[config.mk]
export PLATFORM = sky130hd
export DESIGN_NAME = vga_scanout
export DESIGN_NICKNAME = d
export VERILOG_FILES = /design/src/rtl/vga_scanout.sv
export SDC_FILE = /design/constraint.sdc
export NUM_CORES = 1
export LEC_CHECK = 0
export BUFFER_PORTS_ARGS = -buffer_cell sky130_fd_sc_hd__buf_2
export CORE_MARGIN = 1
export CORE_UTILIZATION = 54
export DETAILED_ROUTE_END_ITERATION = 16
export GPL_TIMING_DRIVEN = 0
export PLACE_DENSITY = 0.78
export SLEW_MARGIN = 5
export SYNTH_ARGS = -nofsm -noshare
export SYNTH_HDL_FRONTEND = slang
export SYNTH_SLANG_ARGS = --single-unit
[constraint.sdc]
create_clock -name i_clk -period 2.8 [get_ports i_clk]
set_clock_uncertainty 0.2 [all_clocks]
set_input_delay 0.56 -clock i_clk [delete_from_list [all_inputs] [get_ports i_clk]]
set_output_delay 0.56 -clock i_clk [all_outputs]
set_load 0.03 [all_outputs]
[src/rtl/vga_scanout.sv]
// VGA raster scanout: free-running h/v counters gated by a pixel tick, feeding a
// two-stage pipeline (address/flags, then pixel/sync outputs) against a combinational frame memory.
module vga_scanout #(
    parameter int   WordSize    = 8,
    parameter int   Rows_Bus    = 10,
    parameter int   Columns_Bus = 10,
    parameter int   H_VISIBLE   = 640,
    parameter int   H_FRONT     = 16,
    parameter int   H_SYNC      = 96,
    parameter int   H_BACK      = 48,
    parameter int   V_VISIBLE   = 480,
    parameter int   V_FRONT     = 10,
    parameter int   V_SYNC      = 2,
    parameter int   V_BACK      = 33,
    parameter logic SYNC_ACTIVE = 1'b0
) (
    input  logic                   i_clk,
    input  logic                   i_rst,
    input  logic                   i_pix_en,
    output logic [Rows_Bus-1:0]    o_raddr_row,
    output logic [Columns_Bus-1:0] o_raddr_col,
    input  logic [WordSize-1:0]    i_rdata,
    output logic [WordSize-1:0]    o_pixel,
    output logic                   o_hsync,
    output logic                   o_vsync,
    output logic                   o_de,
    output logic                   o_frame_start
);

    localparam int H_TOTAL = H_VISIBLE + H_FRONT + H_SYNC + H_BACK;
    localparam int V_TOTAL = V_VISIBLE + V_FRONT + V_SYNC + V_BACK;
    localparam int HW      = (H_TOTAL > 1) ? $clog2(H_TOTAL) : 1;
    localparam int VW      = (V_TOTAL > 1) ? $clog2(V_TOTAL) : 1;

    // Region bounds kept as 32-bit constants so an empty back porch cannot overflow the counter width.
    localparam int unsigned H_VIS_END  = H_VISIBLE;
    localparam int unsigned HS_START   = H_VISIBLE + H_FRONT;
    localparam int unsigned HS_END     = H_VISIBLE + H_FRONT + H_SYNC;
    localparam int unsigned H_LAST     = H_TOTAL - 1;
    localparam int unsigned V_VIS_END  = V_VISIBLE;
    localparam int unsigned VS_START   = V_VISIBLE + V_FRONT;
    localparam int unsigned VS_END     = V_VISIBLE + V_FRONT + V_SYNC;
    localparam int unsigned V_LAST     = V_TOTAL - 1;

    logic [HW-1:0] h_cnt;
    logic [VW-1:0] v_cnt;

    logic h_last;
    logic v_last;
    logic visible;
    logic hs_on;
    logic vs_on;
    logic at_origin;

    logic vis_s1;
    logic hs_s1;
    logic vs_s1;
    logic fs_s1;

    always_comb begin
        h_last    = 32'(h_cnt) == H_LAST;
        v_last    = 32'(v_cnt) == V_LAST;
        visible   = (32'(h_cnt) < H_VIS_END) && (32'(v_cnt) < V_VIS_END);
        hs_on     = (32'(h_cnt) >= HS_START) && (32'(h_cnt) < HS_END);
        vs_on     = (32'(v_cnt) >= VS_START) && (32'(v_cnt) < VS_END);
        at_origin = (h_cnt == '0) && (v_cnt == '0);
    end

    always_ff @(posedge i_clk) begin
        if (i_rst) begin
            h_cnt <= '0;
            v_cnt <= '0;
        end else if (i_pix_en) begin
            if (h_last) begin
                h_cnt <= '0;
                v_cnt <= v_last ? '0 : v_cnt + 1'b1;
            end else begin
                h_cnt <= h_cnt + 1'b1;
            end
        end
    end

    // Stage 1: memory address plus position flags for the same pixel.
    always_ff @(posedge i_clk) begin
        if (i_rst) begin
            o_raddr_row <= '0;
            o_raddr_col <= '0;
            vis_s1      <= 1'b0;
            hs_s1       <= 1'b0;
            vs_s1       <= 1'b0;
            fs_s1       <= 1'b0;
        end else if (i_pix_en) begin
            o_raddr_row <= visible ? Rows_Bus'(v_cnt) : '0;
            o_raddr_col <= visible ? Columns_Bus'(h_cnt) : '0;
            vis_s1      <= visible;
            hs_s1       <= hs_on;
            vs_s1       <= vs_on;
            fs_s1       <= at_origin;
        end
    end

    // Stage 2: i_rdata answers the stage-1 address, so pixel and flags stay aligned.
    always_ff @(posedge i_clk) begin
        if (i_rst) begin
            o_pixel       <= '0;
            o_de          <= 1'b0;
            o_hsync       <= ~SYNC_ACTIVE;
            o_vsync       <= ~SYNC_ACTIVE;
            o_frame_start <= 1'b0;
        end else if (i_pix_en) begin
            o_pixel       <= vis_s1 ? i_rdata : '0;
            o_de          <= vis_s1;
            o_hsync       <= hs_s1 ? SYNC_ACTIVE : ~SYNC_ACTIVE;
            o_vsync       <= vs_s1 ? SYNC_ACTIVE : ~SYNC_ACTIVE;
            o_frame_start <= fs_s1;
        end
    end

endmodule

==> results of run 1 <==
==> kinds of logic (layout without fill, tap and decap cells) <==
logic type,Yosys count,after routing,synth area share
buf+inv,23,72,0.0408
xor+xnor,10,10,0.0397
compound gates,53,53,0.175
mux,1,1,0.00453
fa+ha+maj,4,4,0.0227
flops,56,56,0.508
simple gates,83,83,0.210
==> area by class of cell <==
type	count	area, um2	share of cell area
repair buffers	41	205	0.0791
multi-input cells	151	997	0.384
clock inverters	2	38.8	0.0149
well taps	48	60.1	0.0231
clock buffers	6	82.6	0.0318
inverters	7	26.3	0.0101
plain buffers	16	63.8	0.0246
flip-flops and latches	56	1120	0.432
==> routing by layer <==
layer	share of wire	wire [um]	GRT usage
met5	0	0	0
met4	0.012	62	0.0771
met2	0.44	2240	0.393
met3	0.057	286	0.0621
met1	0.49	2450	0.354
==> critical path: stages (launching register included) <==
cell and delay (ps):
dfxtp_1 450, ha_1 280, nand4_4 210, or3_1 400, buf_2 180, o21bai_1 560
a21oi_1 90
==> sequential cells by signal (all words and copies together), names as in the netlist, 8 cells and up <==
name and flops:
o_pixel 8, v_cnt 10, o_raddr_row 10, o_raddr_col 10
h_cnt 10
==> layout by cell type (no fill, tap or decap), types with 3 or more instances in the layout <==
cell type	count
dfxtp_1	56
buf_2	44
a22o_1	20
nor2_1	18
clkbuf_1	13
nand2_1	12
a21oi_1	12
nand3_1	9
nor3_1	9
a22oi_1	8
inv_1	7
nor4_1	7
xor2_1	6
clkbuf_8	6
or3_1	4
xnor2_1	4
o21ai_0	4
nand4_1	4
ha_1	4
o31ai_1	3
or4_1	3
==> how the worst max path moves through the flow <==
stage,slack [ps],end,depth (start not counted),from
3_3_place_gp,390,v_cnt[3],6,h_cnt[0]
3_5_place_dp,390,v_cnt[3],6,i_pix_en
6_report,300,v_cnt[4],6,h_cnt[0]
4_1_cts,340,v_cnt[3],6,h_cnt[0]
5_1_grt,160,v_cnt[4],6,h_cnt[0]
2_1_floorplan,620,v_cnt[5],6,h_cnt[0]
==> power by group <==
group | internal, mW | leakage (nW) | switching (mW)
sequential | 0.808 | 0.453 | 0.00974
combinational | 0.0269 | 0.543 | 0.0545
clock | 0.293 | 0.0614 | 0.260
total | 1.13 | 1.06 | 0.325
==> stage by stage <==
stage / cell area [um2] / setup WS, ps / utilization / power (mW) / hold slack [ps]
2_1_floorplan: 2210 / 618 / - / 0.888 / 219
3_3_place_gp: 2470 / 391 / 0.651 / 0.914 / 236
3_5_place_dp: 2470 / 387 / 0.651 / 0.915 / 252
4_1_cts: 2590 / 335 / 0.683 / 1.45 / 271
5_1_grt: 2590 / 163 / 0.683 / 1.50 / 294
6_report: 2590 / 301 / 0.683 / 1.45 / 273
==> synthesized netlist by cell type, drive strengths merged (3+ instances only) <==
library cell / number / area (um2)
a21oi: 12 / 60.1
a22o: 20 / 175
a22oi: 8 / 60.1
buf: 3 / 15.0
clkbuf: 13 / 48.8
dfxtp: 56 / 1120
ha: 4 / 50.1
inv: 7 / 26.3
nand2: 12 / 45.0
nand3: 9 / 45.0
nand4: 5 / 46.3
nor2: 18 / 67.6
nor3: 9 / 45.0
nor4: 7 / 43.8
o21ai: 4 / 20.0
o31ai: 3 / 22.5
or3: 4 / 25.0
or4: 4 / 33.8
xnor2: 4 / 35.0
xor2: 6 / 52.6
==> results.sh, run 1 <==
export IMPL_crit_required_ps=2770
export IMPL_postRouteAntennaNets=0
export IMPL_grt_antenna_before_repair=0
export IMPL_synthDistinctLibCells=37
export IMPL_n_fill_cell=322
export IMPL_grt_max_degree=18
export IMPL_die_area_um2=4350
export IMPL_coreArea_um2=3800
export IMPL_hold_path_end="o_pixel[5]"
export IMPL_criticalPathCategory="reg2reg"
export IMPL_cts_inserted_buffers=5
export IMPL_cts_tree="yes"
export IMPL_final_cells=327
export IMPL_initial_core_util=0.581
export IMPL_cts_hold_fix_buffers=0
export IMPL_synth_seq_cells=56
export IMPL_fmaxAchievable_ghz=0.400
export IMPL_synth_avg_cell_area_um2=9.60
export IMPL_status="complete, no violations"
export IMPL_post_route_min_period_ps=2500
export IMPL_yosys_warnings=0
export IMPL_fin_crit_sh=0.893
export IMPL_root_buffer="clkbuf_8"
export IMPL_min_path_type="in2reg"
export IMPL_ios=43
export IMPL_start_kind="flop"
export IMPL_setup_viol=0
export IMPL_cellLeakagePower_nw=1.06
export IMPL_grt_total_usage=0.256
export IMPL_dr_total_vias=1915
export IMPL_via_per_inst=5.86
export IMPL_drv_slew=0
export IMPL_fp_dieH_um=66.0
export IMPL_rows=22
export IMPL_worstReg2RegStart="h_cnt[0]"
export IMPL_critPathCaptureType="flop"
export IMPL_fin_nets=293
export IMPL_synthFlopType="dfxtp_1"
export IMPL_htreeDepth=2
export IMPL_grt_pass1_wl_mm=8.48
export IMPL_drc=0
export IMPL_synth_edf_count=0
export IMPL_grt_overflow=0
export IMPL_r2r_setup_slack_ps=300
export IMPL_clkTransAtPathRegs_ps=100
export IMPL_routed_wl_mm=5.04
export IMPL_dr_pass1_iters=4
export IMPL_slew_limit_headroom=0.410
export IMPL_netlist_instances=230
export IMPL_power_density_nw_per_um2=560
export IMPL_async_reset_ff_frac=0
export IMPL_fin_tns_setup_ps=0
export IMPL_dp_cells=319
export IMPL_grt_pass1_vias=1771
export IMPL_clock_latency_ps=310
export IMPL_cp_arrival_ps=2470
export IMPL_synthToLayoutAreaGrowth_pct=17.5
export IMPL_post_cts_buffers=0
export IMPL_portBuffers=41
export IMPL_max_clock_path_buffers=2
export IMPL_synth_area_um2=2210
export IMPL_ys_seq_area_frac=0.508
export IMPL_r2r_end="v_cnt[4]"
export IMPL_ir_drop_v=0.000383
export IMPL_r2r_cells=6
export IMPL_rsz0062_at_grt="no"
export IMPL_cts_repair_resized=0
export IMPL_wire_per_inst_um=15.4
export IMPL_hp_start="i_rdata[5]"
export IMPL_cp_max_fo=9
export IMPL_hold_viol_final=0
export IMPL_dp_hpwl_mm=3.35
export IMPL_antennaDiodeCount=0
export IMPL_drive_gt1_frac=0.201
export IMPL_die_w_um=66.0
export IMPL_syn_num_nets=245
export IMPL_hold_depth=3
export IMPL_drv_cap=0
export IMPL_place_congestion=0.855
export IMPL_dr_first_iter_drc_count=182
export IMPL_cts_sinks=56
export IMPL_worst_pin_slew_ps=878
No activity file was read; power rests on OpenSTA's default activity.
==> inputs of run 2 (changes only) <==
- GPL_TIMING_DRIVEN: 0 -> default
==> results.sh, run 2 (same netlist as run 1, synthesis figures left out) <==
export IMPL_status="complete, no violations"
export IMPL_fmaxAchievable_ghz=0.423
export IMPL_initial_core_util=0.581
export IMPL_grt_max_degree=28
export IMPL_postRouteAntennaNets=0
export IMPL_min_path_type="reg2reg"
export IMPL_cp_arrival_ps=2410
export IMPL_die_area_um2=4350
export IMPL_dr_total_vias=1816
export IMPL_fin_nets=285
export IMPL_dp_hpwl_mm=3.10
export IMPL_coreArea_um2=3800
export IMPL_grt_overflow=0
export IMPL_rsz0062_at_grt="no"
export IMPL_drc=0
export IMPL_fin_crit_sh=0.845
export IMPL_via_per_inst=5.69
export IMPL_dr_pass1_iters=4
export IMPL_post_cts_buffers=0
export IMPL_cts_tree="yes"
export IMPL_cts_repair_resized=0
export IMPL_clkTransAtPathRegs_ps=90
export IMPL_r2r_setup_slack_ps=430
export IMPL_antennaDiodeCount=0
export IMPL_drv_slew=0
export IMPL_slew_limit_headroom=0.748
export IMPL_ir_drop_v=0.000317
export IMPL_synthToLayoutAreaGrowth_pct=16.1
export IMPL_hold_slack_ps=269
export IMPL_cts_hold_fix_buffers=0
export IMPL_crit_required_ps=2840
export IMPL_root_buffer="clkbuf_8"
export IMPL_htreeDepth=2
export IMPL_rows=22
export IMPL_portBuffers=42
export IMPL_grt_antenna_before_repair=0
export IMPL_max_clock_path_buffers=2
export IMPL_clock_latency_ps=300
export IMPL_final_cell_mix="dfxtp_1, buf_2, a22o_1"
export IMPL_cellLeakagePower_nw=1.06
export IMPL_fin_tns_setup_ps=0
export IMPL_setup_viol=0
export IMPL_wire_per_inst_um=14.2
export IMPL_ios=43
export IMPL_grt_pass1_vias=1664
export IMPL_grt_total_usage=0.229
export IMPL_criticalPathCategory="reg2reg"
export IMPL_post_route_min_period_ps=2370
export IMPL_cp_max_fo=9
export IMPL_drv_cap=0
export IMPL_cts_inserted_buffers=5
export IMPL_dr_first_iter_drc_count=99
export IMPL_die_w_um=66.0
export IMPL_place_congestion=0.810
export IMPL_routed_wl_mm=4.52
export IMPL_cts_sinks=56
export IMPL_critPathCaptureType="flop"
export IMPL_grt_pass1_wl_mm=7.60
export IMPL_final_common_cell="dfxtp_1"
export IMPL_hold_viol_final=0
export IMPL_fp_dieH_um=66.0
export IMPL_start_kind="flop"
export IMPL_worst_pin_slew_ps=375
export IMPL_drive_gt1_frac=0.229
export IMPL_n_fill_cell=331
export IMPL_power_density_nw_per_um2=525
run 2: cell types whose count changed in the layout (fill, tap and decap cells not counted), sizes merged:
| cell | before | now |
|---|---|---|
| clkinv | 1 | 2 |
| bufinv | 1 | 0 |
| buf | 44 | 49 |
| clkbuf | 19 | 6 |
run 2: worst max-delay path: stages, from the launching register on:
cell and delay (ps):
dfxtp_1 410, ha_1 270, nand4_4 190, or3_1 540
or4_1 540, a21oi_1 150
run 2: path summary, 6_finish.rpt:
kind              endpoint     start  cells after the start
setup reg to reg  v_cnt[5]  h_cnt[0]                      5
hold reg to reg     vis_s1    vis_s1                      1
hold / removal      vis_s1    vis_s1                      1
setup / recovery  v_cnt[5]  h_cnt[0]                      5
run 2: metrics by stage:
stage                util  std cells  setup WS, ps  total power, mW  area [um2]
floorplan               -        230           618            0.888        2210
finish              0.675        319           433             1.35        2560
global route        0.675        319           244             1.40        2560
global placement    0.651        311           517            0.916        2470
CTS                 0.675        319           422             1.35        2560
detailed placement  0.651        311           476            0.918        2470
run 2: power by group:
group	switching [mW]	internal [mW]
Sequential	0.00830	0.808
Combinational	0.0532	0.0305
Clock	0.248	0.198
run 2: layer usage:
| metal | up-vias | part of all wire | GRT usage |
|---|---|---|---|
| met5 | - | 0 | 0 |
| met2 | 52 | 0.44 | 0.356 |
| met3 | 8 | 0.048 | 0.0603 |
| li1 | 916 | - | - |
| met1 | 840 | 0.49 | 0.311 |
| met4 | 0 | 0.015 | 0.0665 |
run 2: area by class of cell:
cell class	instances	area, um2	share of cell area
multi-input cells	151	1000	0.391
well taps	48	60.1	0.0234
repair buffers	49	263	0.102
flip-flops and latches	56	1120	0.437
clock buffers	6	82.6	0.0322
clock inverters	2	10.0	0.00390
inverters	7	26.3	0.0102
